==> config.mk <==
export PLATFORM = sky130hd
export DESIGN_NAME = muldiv_fu_ctrl
export DESIGN_NICKNAME = d
export VERILOG_FILES = /design/src/rtl/muldiv_fu_ctrl.sv
export SDC_FILE = /design/constraint.sdc
export NUM_CORES = 1
export LEC_CHECK = 0
export CORE_MARGIN = 5
export CORE_UTILIZATION = 46
export CTS_CLUSTER_DIAMETER = 200
export DETAILED_ROUTE_END_ITERATION = 12
export PLACE_DENSITY_LB_ADDON = 0.2
export SLEW_MARGIN = 25
export SYNTH_ARGS = -nofsm -noshare
export SYNTH_HDL_FRONTEND = slang
export SYNTH_SLANG_ARGS = --single-unit
==> constraint.sdc <==
create_clock -name clk -period 3.4 [get_ports clk]
set_clock_uncertainty 0.1 [all_clocks]
set_input_delay 0.85 -clock clk [delete_from_list [all_inputs] [get_ports clk]]
set_output_delay 0.85 -clock clk [all_outputs]
set_load 0.02 [all_outputs]
==> src/rtl/muldiv_fu_ctrl.sv <==
// RV32M multiply/divide functional-unit controller: issue handshake, unit sequencing,
// sign/corner-case fix-up and CDB handshake. Optional macro: MULDIV_ZERO_SHORTCUT_EN.
module muldiv_fu_ctrl #(
    parameter int unsigned TAG_WIDTH = 5
) (
    input  logic                 clk,
    input  logic                 rst,
    input  logic                 in_valid,
    output logic                 in_ready,
    input  logic [2:0]           in_funct3,
    input  logic [31:0]          in_rs1,
    input  logic [31:0]          in_rs2,
    input  logic [TAG_WIDTH-1:0] in_tag,
    output logic                 out_valid,
    input  logic                 out_ready,
    output logic [31:0]          out_result,
    output logic [TAG_WIDTH-1:0] out_tag,
    input  logic                 flush,
    output logic                 mul_start,
    output logic [1:0]           mul_type,
    output logic [31:0]          mul_a,
    output logic [31:0]          mul_b,
    input  logic [63:0]          mul_p,
    input  logic                 mul_done,
    output logic                 div_start,
    output logic [31:0]          div_a,
    output logic [31:0]          div_b,
    input  logic [31:0]          div_q,
    input  logic [31:0]          div_r,
    input  logic                 div_done
);

    localparam int unsigned XLEN = 32;
    localparam logic [XLEN-1:0] INT_MIN = 32'h8000_0000;

    typedef enum logic [2:0] {
        IDLE,
        MUL_BUSY,
        DIV_BUSY,
        RESP,
        DRAIN
    } state_t;

    state_t                 state_q, state_d;
    logic [2:0]             op_q, op_d;
    logic [XLEN-1:0]        rs1_q, rs1_d;
    logic [XLEN-1:0]        rs2_q, rs2_d;
    logic                   in_ready_d;
    logic                   out_valid_d;
    logic [XLEN-1:0]        out_result_d;
    logic [TAG_WIDTH-1:0]   out_tag_d;
    logic                   mul_start_d;
    logic [1:0]             mul_type_d;
    logic [XLEN-1:0]        mul_a_d, mul_b_d;
    logic                   div_start_d;
    logic [XLEN-1:0]        div_a_d, div_b_d;

    logic                   accept_c;
    logic                   in_div_signed_c;
    logic                   div_signed_c;
    logic                   is_rem_c;
    logic                   div_by_zero_c;
    logic                   div_ovf_c;
    logic [XLEN-1:0]        quot_fix_c;
    logic [XLEN-1:0]        rem_fix_c;
    logic [XLEN-1:0]        div_res_c;
    logic [XLEN-1:0]        mul_res_c;

    assign accept_c        = in_ready & in_valid & ~flush;
    assign in_div_signed_c = ~in_funct3[0];

    // Result fix-up for the unsigned divider, using the operands latched at accept
    assign div_signed_c  = ~op_q[0];
    assign is_rem_c      = op_q[1];
    assign div_by_zero_c = (rs2_q == '0);
    assign div_ovf_c     = div_signed_c & (rs1_q == INT_MIN) & (rs2_q == '1);
    assign quot_fix_c    = (div_signed_c & (rs1_q[XLEN-1] ^ rs2_q[XLEN-1])) ? XLEN'(-div_q) : div_q;
    assign rem_fix_c     = (div_signed_c & rs1_q[XLEN-1]) ? XLEN'(-div_r) : div_r;

    always_comb begin
        if (div_by_zero_c) begin
            div_res_c = is_rem_c ? rs1_q : '1;
        end else if (div_ovf_c) begin
            div_res_c = is_rem_c ? '0 : INT_MIN;
        end else begin
            div_res_c = is_rem_c ? rem_fix_c : quot_fix_c;
        end
    end

    assign mul_res_c = (op_q[1:0] == 2'b00) ? mul_p[XLEN-1:0] : mul_p[2*XLEN-1:XLEN];

`ifdef MULDIV_ZERO_SHORTCUT_EN
    logic            sc_hit_c;
    logic [XLEN-1:0] sc_res_c;

    // Results that are known without running a unit
    assign sc_hit_c = in_funct3[2] ? (in_rs2 == '0) : ((in_rs1 == '0) | (in_rs2 == '0));
    assign sc_res_c = in_funct3[2] ? (in_funct3[1] ? in_rs1 : '1) : '0;
`endif

    always_comb begin
        state_d      = state_q;
        op_d         = op_q;
        rs1_d        = rs1_q;
        rs2_d        = rs2_q;
        out_valid_d  = out_valid;
        out_result_d = out_result;
        out_tag_d    = out_tag;
        mul_start_d  = mul_start;
        mul_type_d   = mul_type;
        mul_a_d      = mul_a;
        mul_b_d      = mul_b;
        div_start_d  = 1'b0;
        div_a_d      = div_a;
        div_b_d      = div_b;

        case (state_q)
            IDLE: begin
                if (accept_c) begin
                    op_d      = in_funct3;
                    rs1_d     = in_rs1;
                    rs2_d     = in_rs2;
                    out_tag_d = in_tag;
                    mul_a_d   = in_rs1;
                    mul_b_d   = in_rs2;
                    case (in_funct3[1:0])
                        2'b01:   mul_type_d = 2'd1;
                        2'b10:   mul_type_d = 2'd2;
                        default: mul_type_d = 2'd0;
                    endcase
                    div_a_d = (in_div_signed_c & in_rs1[XLEN-1]) ? XLEN'(-in_rs1) : in_rs1;
                    div_b_d = (in_div_signed_c & in_rs2[XLEN-1]) ? XLEN'(-in_rs2) : in_rs2;
                    if (in_funct3[2]) begin
                        state_d     = DIV_BUSY;
                        div_start_d = 1'b1;
                    end else begin
                        state_d     = MUL_BUSY;
                        mul_start_d = 1'b1;
                    end
`ifdef MULDIV_ZERO_SHORTCUT_EN
                    if (sc_hit_c) begin
                        state_d      = RESP;
                        mul_start_d  = 1'b0;
                        div_start_d  = 1'b0;
                        out_valid_d  = 1'b1;
                        out_result_d = sc_res_c;
                    end
`endif
                end
            end
            MUL_BUSY: begin
                // A flush that coincides with done has nothing left to drain
                if (flush) begin
                    mul_start_d = 1'b0;
                    state_d     = mul_done ? IDLE : DRAIN;
                end else if (mul_done) begin
                    mul_start_d  = 1'b0;
                    out_valid_d  = 1'b1;
                    out_result_d = mul_res_c;
                    state_d      = RESP;
                end
            end
            DIV_BUSY: begin
                if (flush) begin
                    state_d = div_done ? IDLE : DRAIN;
                end else if (div_done) begin
                    out_valid_d  = 1'b1;
                    out_result_d = div_res_c;
                    state_d      = RESP;
                end
            end
            RESP: begin
                if (flush | out_ready) begin
                    out_valid_d = 1'b0;
                    state_d     = IDLE;
                end
            end
            DRAIN: begin
                if (op_q[2] ? div_done : mul_done) begin
                    state_d = IDLE;
                end
            end
            default: begin
                state_d     = IDLE;
                out_valid_d = 1'b0;
                mul_start_d = 1'b0;
            end
        endcase

        in_ready_d = (state_d == IDLE);
    end

    always_ff @(posedge clk) begin
        if (rst) begin
            state_q    <= IDLE;
            op_q       <= '0;
            rs1_q      <= '0;
            rs2_q      <= '0;
            in_ready   <= 1'b1;
            out_valid  <= 1'b0;
            out_result <= '0;
            out_tag    <= '0;
            mul_start  <= 1'b0;
            mul_type   <= '0;
            mul_a      <= '0;
            mul_b      <= '0;
            div_start  <= 1'b0;
            div_a      <= '0;
            div_b      <= '0;
        end else begin
            state_q    <= state_d;
            op_q       <= op_d;
            rs1_q      <= rs1_d;
            rs2_q      <= rs2_d;
            in_ready   <= in_ready_d;
            out_valid  <= out_valid_d;
            out_result <= out_result_d;
            out_tag    <= out_tag_d;
            mul_start  <= mul_start_d;
            mul_type   <= mul_type_d;
            mul_a      <= mul_a_d;
            mul_b      <= mul_b_d;
            div_start  <= div_start_d;
            div_a      <= div_a_d;
            div_b      <= div_b_d;
        end
    end

endmodule
==> impl_metrics.py <==
metrics = {
    "logic_synthesis": {
        "synthArstFlopShare": 0,
        "synth_flop_cell": "dfxtp_1",
        "ys_seq_area_frac": 0.3379,
        "syn_area_um2": 10370,
        "synth_cell_types": 66,
        "ys_warn_count": 0,
        "synth-seq-cells": 175,
        "synth_cells": 1417,
        "yosys.area.top_type": "dfxtp_1",
        "ys_top_cells_by_area": "dfxtp_1 (34%), nand2_1 (10%), a21oi_1 (7.5%), xnor2_1 (5.7%), nor2_1 (3.9%)",
        "syn_avg_cell_area_um2": 7.316,
        "synth_nets": 1628,
        "synth_top_area_share": 0.3379,
        "synth-edff-count": 0,
    },
    "cells_and_area": {
        "insertedDiodeCount": 0,
        "drive_above_1_share": 0.08856,
        "area_growth_pct": 49.95,
        "layout_common_cells": "clkdlybuf4s50_1 (376), nand2_1 (289), dfxtp_1 (175), a21oi_1 (155), nor2_1 (107)",
        "stdcell_area_um2": 15550,
        "nets": 2016,
        "final_common_cell": "clkdlybuf4s50_1",
    },
    "routing": {
        "vias_per_cell": 5.828,
        "avgRoutedWirePerCell_um": 21.09,
        "wl_um": 44360,
        "drtAntennaViolNets": 0,
        "drc": 0,
        "vias": 12260,
        "dr.first_iter.drc_count": 1139,
        "drt-pass1-iter-count": 5,
    },
    "timing": {
        "tns_ps": 0,
        "fin_crit_ps": 3124,
        "fin_ws_ps": 275.9,
        "tightest_slew_ps": 925.8,
        "fmax_mhz": 320.1,
        "hold_viol_final": 0,
        "setup_viol": 0,
        "maxSlewViolCount": 0,
        "holdWs_ps": 351.9,
        "post-route-period-util": 0.9189,
        "slew_headroom": 0.3808,
        "rsz0062_at_grt": "no",
    },
    "global_routing": {
        "grt_pass1_vias": 11680,
        "overflow": 0,
        "track_usage": 0.3297,
        "grt_max_degree": 104,
        "grt_pass1_wl_um": 67550,
        "antenna_found_initial": 2,
    },
    "setup_path": {
        "cp_num_buf_inv": 1,
        "crit_top_cell": "nand3_1",
        "cpMaxStageDelayCell": "or4_4",
        "crit_chain": "clkdlybuf4s50_1 > or4_4 > nor4b_4 > nand3_1 > o21ai_1 > xnor2_1 > nand3_1 > a311oi_1",
        "crit_arrival_ps": 3360,
        "cp_max_fo": 6,
        "criticalPathCategory": "in -> reg",
        "slowest_delay_ps": 600,
        "cp.required_ps": 3630,
        "cp-end-kind": "flip-flop",
        "critPathTopFamily": "simple AND/OR/NAND/NOR gates",
        "start_kind": "primary input",
    },
    "die": {
        "die_w_um": 160.1,
        "die_h_um": 160.1,
        "io_pins": 378,
        "rows": 55,
        "coreArea_um2": 22430,
        "die_area_um2": 25640,
        "initial_core_util": 0.4621,
    },
    "placement": {
        "postPlaceCellArea_um2": 14910,
        "hpwl_um": 34540,
        "place_congestion": 0.9742,
        "numPortBuffers": 377,
        "dpl_worst_slack_ps": -120.9,
    },
    "cts": {
        "clock_sinks": 175,
        "cts_tree": "built",
        "root_buffer": "clkbuf_16",
        "postCtsSetupBuffers": 0,
        "cts_hold_buffers": 0,
        "cts_resized": 0,
        "h-tree-depth": 4,
        "clk_pin_slew_ps": 80,
        "clockBufferDepth": 2,
        "cts_inserted_buffers": 17,
        "clk_latency_ps": 440,
    },
    "pwr": {
        "leakage_nw": 5.495,
        "pwr_density_cell_nw_per_um2": 400.4,
        "vdd_drop_max_mv": 0.3511,
    },
    "status": {
        "status": "finished, final reports clean",
    },
    "run": {
        "maxCapViolCount": 0,
    },
    "hold_path": {
        "hp-class": "reg -> reg",
    },
}
## worst paths after layout
check	from	to	slack, ps	depth (start not counted)
worst max-delay path	div_r[5]	out_result[31]$_SDFFE_PP0P_	280	8
worst min register to register	div_a[22]$_SDFFE_PP0P_	div_a[22]$_SDFFE_PP0P_	350	2
worst max register to register	rs2_q[20]$_SDFFE_PP0P_	out_result[8]$_SDFFE_PP0P_	550	7
worst min-delay path	div_a[22]$_SDFFE_PP0P_	div_a[22]$_SDFFE_PP0P_	350	2
## cells by family (layout without fill, tap and decap cells)
family | count (synthesis) | after routing | synth area share
XOR/XNOR | 113 | 113 | 0.09546
buffers and inverters | 123 | 524 | 0.04562
flip-flops | 175 | 175 | 0.3379
AO/OA/AOI/OAI | 412 | 412 | 0.2480
multiplexers | 7 | 7 | 0.006759
adder cells (fa/ha/maj) | 4 | 4 | 0.004828
AND/OR/NAND/NOR | 583 | 583 | 0.2614
## sequential cells by signal, indices dropped and copies added (netlist names)
| name | count |
|---|---|
| in_ready | 1 |
| op_q | 3 |
| out_result | 32 |
| out_tag | 5 |
| div_b | 32 |
| out_valid | 1 |
| div_start | 1 |
| rs2_q | 31 |
| div_a | 32 |
| mul_start | 1 |
| state_q | 3 |
| mul_type | 2 |
| rs1_q | 31 |
## through the flow
step | cells | total power [W] | util
5_1_grt | 2103 | 0.006470 | 0.6930
4_1_cts | 2103 | 0.006217 | 0.6928
3_5_place_dp | 2071 | 0.004116 | 0.6646
3_3_place_gp | 2071 | 0.004104 | 0.6646
6_report | 2103 | 0.006225 | 0.6930
2_1_floorplan | 1417 | 0.003181 | -
## cell usage after synthesis (18+ instances only)
cell type  instances
o21ai_0           48
nor4_1            28
a31oi_1           53
a211oi_1          52
nor2_1           109
clkbuf_1          96
o21ai_1           19
inv_1             20
nand2_1          289
nand3_1           37
nor3_1            33
dfxtp_1          175
o211ai_1          18
a21oi_1          155
xnor2_1           68
xor2_1            45
## power breakdown
| part | leakage [nW] | switching [W] | internal [W] | total [W] |
|---|---|---|---|---|
| logic | 3.76 | 0.00100 | 0.000812 | 0.00181 |
| clock network | 0.307 | 0.000978 | 0.00115 | 0.00213 |
| registers | 1.43 | 0.000111 | 0.00217 | 0.00229 |
## worst reg2reg max path: stages (launching register included)
cell and delay, ps:
dfxtp_1 450, nand4_1 140, nor4_1 620, and3_1 340
a31oi_2 380, nand3_1 280, nand3_1 180, a32o_1 260
## area by class of cell
type,count,area (µm²)
clock inverter,14,192.7
fill,1941,6888
multi-input combinational,1119,6416
clock buffer,18,439.2
timing repair buffer,472,4563
inverter,20,75.07
tap,285,356.6
sequential,175,3503
## per-layer routing
layer,part of all wire,track usage,up-vias
li1,-,-,5833
met1,0.40,0.4153,5721
met2,0.48,0.5528,603
met3,0.080,0.06839,95
met4,0.038,0.1314,4
met5,0.00047,0,-
Note: power is estimated with default switching activity, not from simulation.
==> edit 1: new RTL, same settings <==
Set the parameter `TAG_WIDTH` to 10 (it was 5).
--- a/src/rtl/muldiv_fu_ctrl.sv
+++ b/src/rtl/muldiv_fu_ctrl.sv
@@ -3,3 +3,3 @@
 module muldiv_fu_ctrl #(
-    parameter int unsigned TAG_WIDTH = 5
+    parameter int unsigned TAG_WIDTH = 10
 ) (
Ports: changed (resized in_tag and out_tag); port bits go from 378 to 388. The function was not compared with the original's and may differ.
==> edit 1 against the unedited design <==
- largest power group unchanged
- sequential cell count grew 5
- via count shrank 0.73%
- largest cell class unchanged
- design area increased by 0.92%
- routed wire length shrank 0.80%
- power shrank 1.9%
- worst setup slack worse by 0.17 ns
- area after synthesis up 1.6%
- worst hold slack about the same
==> edit 1: results (changes against the unedited design) <==
[status]
status = completed

[route]
route.met3.wl_microns = 4720  ; +33%
top_layer_used = met4
drtIter0Drc = 1172  ; +2.9%
vias = 12167  ; -0.73%
wire_per_inst_microns = 20.9  ; -0.89%
wl_met2_microns = 20800  ; -2.1%
wl_met1_microns = 17200  ; -3.5%

[power]
p_leak_nw = 5.57  ; +1.3%
vdd_drop_max_uv = 355  ; +1.1%
internal_power_w = 0.00403  ; -2.5%

[place]
place_area_sq_um = 15100  ; +1.2%
place_congestion = 0.982  ; +0.78%
place_inst = 2073  ; +0.097%
port_buffers = 387  ; +2.7%
hpwlAfterDp_microns = 34000  ; -1.5%

[worst_setup_path]
worstPathArrival_ns = 3.54  ; +0.18 ns
crit_fanout = 4  ; -2
critPathCapture = out_result[18]$_SDFFE_PP0P_
max_stage_delay_ns = 0.58  ; -0.02 ns
cp_slowest_cell = o41ai_1
cpLargestDelayFamily = compound AO/OA/AOI/OAI gates
r2r_end = out_result[3]$_SDFFE_PP0P_
reg2reg_from = rs1_q[18]$_SDFFE_PP0P_
startpoint = div_q[0]

[layout]
clock_tree_area_fraction_pct = 3.79  ; -0.28 points
multi_input_cells = 1102  ; -1.5%
multiInputGateArea_sq_um = 6410  ; about the same
drive_gt1_share_pct = 8.19  ; -0.66 points
n_clock_buffer = 17  ; -1
buf_share_pct = 29.3  ; -0.038 points
final_cell_count_no_fill = 2105  ; +0.095%
fillers = 1936  ; -0.26%
inv_count = 32  ; +60%
num-nets-final = 2023  ; +0.35%
buffers_excl_clock = 474  ; +0.42%

[synthesis]
yosys.cell_types.count = 67  ; +1.5%
yosys_warnings = 0  ; unchanged
synthTopCellsByArea = dfxtp_1 34%, nand2_1 10%, a21oi_1 6.9%
yosysSeqAreaShare_pct = 34.2  ; +0.42 points
synth-xor-area-share_pct = 9.40  ; -0.15 points
synth_compound_area_share_pct = 24.7  ; -0.10 points
synth_common_cells = 283 x nand2_1, 180 x dfxtp_1, 146 x a21oi_1
syn-num-nets = 1632  ; +0.25%
muxShareOfSynthArea_pct = 0.950  ; +0.27 points
synthCells = 1416  ; -0.071%

[worst_hold_path]
hp-start = out_result[24]$_SDFFE_PP0P_
hold_end = out_result[24]$_SDFFE_PP0P_

[grt]
grt_max_degree = 157  ; +51%
antenna_found_initial = 1  ; -1
grt_usage_pct = 32.1  ; -0.84 points
grt_pass1_wl_microns = 66400  ; -1.7%

[clocking]
clockBufferDepth = 2  ; unchanged
clkSinkCount = 180  ; +2.9%
root_buffer = clkbuf_16

[timing]
period_needed_ns = 3.30  ; +0.174 ns
whs_ns = 0.352  ; -0.000273 ns
max_slew_margin_pct = 50.0  ; +12 points

## edit 1: metal layers
layer	GRT usage [%]	up-vias
li1	-	5844
met1	40.1	5642
met2	53.6	616
met3	9.36	65
met4	10.2	0
met5	0	-
## edit 1: power groups by stage
stage	Sequential (W)	Clock (W)	Combinational (W)
global route	0.00237	0.00209	0.00189
global placement	0.00240	0	0.00173
detailed placement	0.00240	0	0.00174
CTS	0.00236	0.00201	0.00175
finish	0.00236	0.00198	0.00176
floorplan	0.00253	0	0.000724
## edit 1: per-stage QoR
step / util [%] / TNS [ns] / total power, W
2_1_floorplan: - / 0 / 0.00325
3_3_place_gp: 66.9 / -0.175 / 0.00413
3_5_place_dp: 66.9 / -0.197 / 0.00414
4_1_cts: 69.5 / 0 / 0.00612
5_1_grt: 69.5 / 0 / 0.00636
6_report: 69.5 / 0 / 0.00610
## edit 1: logic make-up after synthesis
group           after synthesis
simple gates                567
compound gates              408
flops                       180
buf+inv                     134
xor+xnor                    113
mux                          10
fa+ha+maj                     4
==> edit 2: new RTL, config.mk and constraints unchanged <==
Without the edit above. Take the reset off `out_result` and load it in a clocked block of its own.
--- a/src/rtl/muldiv_fu_ctrl.sv
+++ b/src/rtl/muldiv_fu_ctrl.sv
@@ -200,3 +200,2 @@
             out_valid  <= 1'b0;
-            out_result <= '0;
             out_tag    <= '0;
@@ -216,3 +215,2 @@
             out_valid  <= out_valid_d;
-            out_result <= out_result_d;
             out_tag    <= out_tag_d;
@@ -228,2 +226,6 @@
 
+    always_ff @(posedge clk) begin
+        out_result <= out_result_d;
+    end
+
 endmodule
Check against the original RTL: differs if rst is asserted again (counterexample within 4 cycles, from zero or initial values and one cycle with rst high); with rst held inactive, the same outputs for 4 cycles.
==> edit 2 against the unedited design <==
- routed wire length decreased by 6.5%
- area after synthesis fell by 1.6%
- design area decreased by 0.81%
- critical endpoint is now out_result[31]$_DFFE_PP_
- sequential cell count did not move
- count of clock-buffer cells in the layout did not move
- maximum frequency fell by 3.9%
- die area decreased by 1.5%
- clock power fell by 5%
- power down 1.1%
- worst setup slack got worse by 0.13 ns
==> edit 2: results (changes against the unedited design) <==
[worst_setup_path]
ff2ff_path_depth = 6  ; -1
reg2reg_from = rs1_q[31]$_SDFFE_PP0P_
r2r_end = out_result[8]$_DFFE_PP_
cp_slowest_cell = o41ai_1
cpLargestDelayFamily = compound AO/OA/AOI/OAI gates
rrSetupSlack_ns = 0.64  ; +0.09 ns

[grt]
met3_usage_pct = 6.99  ; +0.15 points
grt_usage_pct = 31.2  ; -1.8 points
use_met1_pct = 41.6  ; +0.043 points
grt_pass1_wl_microns = 64000  ; -5.2%
grt_pass1_vias = 10931  ; -6.4%

[synthesis]
yosys.cell_types.count = 68  ; +3.0%
synth-edff-count = 32  ; +32
synthCells = 1268  ; -11%
synth_common_cells = 193 x nand2_1, 143 x dfxtp_1, 125 x a21oi_1
yosysSeqAreaShare_pct = 37.5  ; +3.7 points
syn-num-nets = 1479  ; -9.2%
synthTopCellsByArea = dfxtp_1 28%, edfxtp_1 9.4%, nand2_1 7.1%

[place]
place_congestion = 0.924  ; -5.1%
place_area_sq_um = 14800  ; -0.68%
place_inst = 1934  ; -6.6%

[status]
status = completed

[route]
drtIter0Drc = 1093  ; -4.0%
routed_wl_microns = 41500  ; -6.5%
wl_met1_microns = 17200  ; -3.4%
route.met3.wl_microns = 3550  ; +0.11%

[worst_hold_path]
hp-start = out_tag[4]$_SDFFE_PP0P_
hold_end = out_tag[4]$_SDFFE_PP0P_

[timing]
whs_ns = 0.356  ; +0.00380 ns

[layout]
final_cell_count_no_fill = 1968  ; -6.4%

[power]
comb_power_share_pct = 28.5  ; -0.6 points
p_leak_nw = 5.59  ; +1.7%

[edit 2: cell count changes after synthesis, sizes merged, moves of 18 or more]
| cell | unedited run | this run |
|---|---|---|
| dfxtp | 175 | 143 |
| edfxtp | 0 | 32 |
| o221ai | 0 | 18 |
| mux2i | 7 | 42 |
| o21ai | 67 | 36 |
| nand2 | 290 | 193 |
| nand3 | 38 | 14 |
| a31oi | 53 | 22 |
| a21oi | 155 | 125 |
[edit 2: cell families (layout without fill, tap and decap cells)]
group	after synthesis	in the layout	share of synthesized area [%]
compound gates	348	348	22.2
xor+xnor	115	115	9.87
fa+ha+maj	4	4	0.491
buf+inv	114	532	4.32
flops	175	175	37.5
mux	43	43	4.23
other cells	0	2	0
simple gates	469	469	21.4
[edit 2: area by class of cell]
class	count	area (sq um)
Clock inverter	14	156
Clock buffer	18	450
Antenna cell	2	5.00
Fill cell	1780	6400
Timing Repair Buffer	477	4570
Tap cell	280	350
Multi-Input combinational cell	979	5980
Inverter	23	86.3
Sequential cell	175	3820
[edit 2: stage by stage]
stage	total power, W	util (%)
final	0.00616	70.7
after global routing	0.00641	70.7
after CTS	0.00617	70.6
after detailed placement	0.00415	67.9
after global placement	0.00413	67.9
after floorplan	0.00327	-
[edit 2: worst max path at each step]
| stage | start | end | slack, ns | cells past startpoint |
|---|---|---|---|---|
| final | div_r[20] | out_result[31]$_DFFE_PP_ | 0.15 | 9 |
| after detailed placement | div_r[20] | out_result[31]$_DFFE_PP_ | -0.25 | 9 |
| after CTS | div_r[20] | out_result[31]$_DFFE_PP_ | 0.18 | 9 |
| after global routing | div_r[20] | out_result[31]$_DFFE_PP_ | 0.1 | 9 |
| after floorplan | in_rs2[18] | div_b[30]$_SDFFE_PP0P_ | 0.40 | 6 |
| after global placement | div_r[20] | out_result[31]$_DFFE_PP_ | -0.22 | 9 |
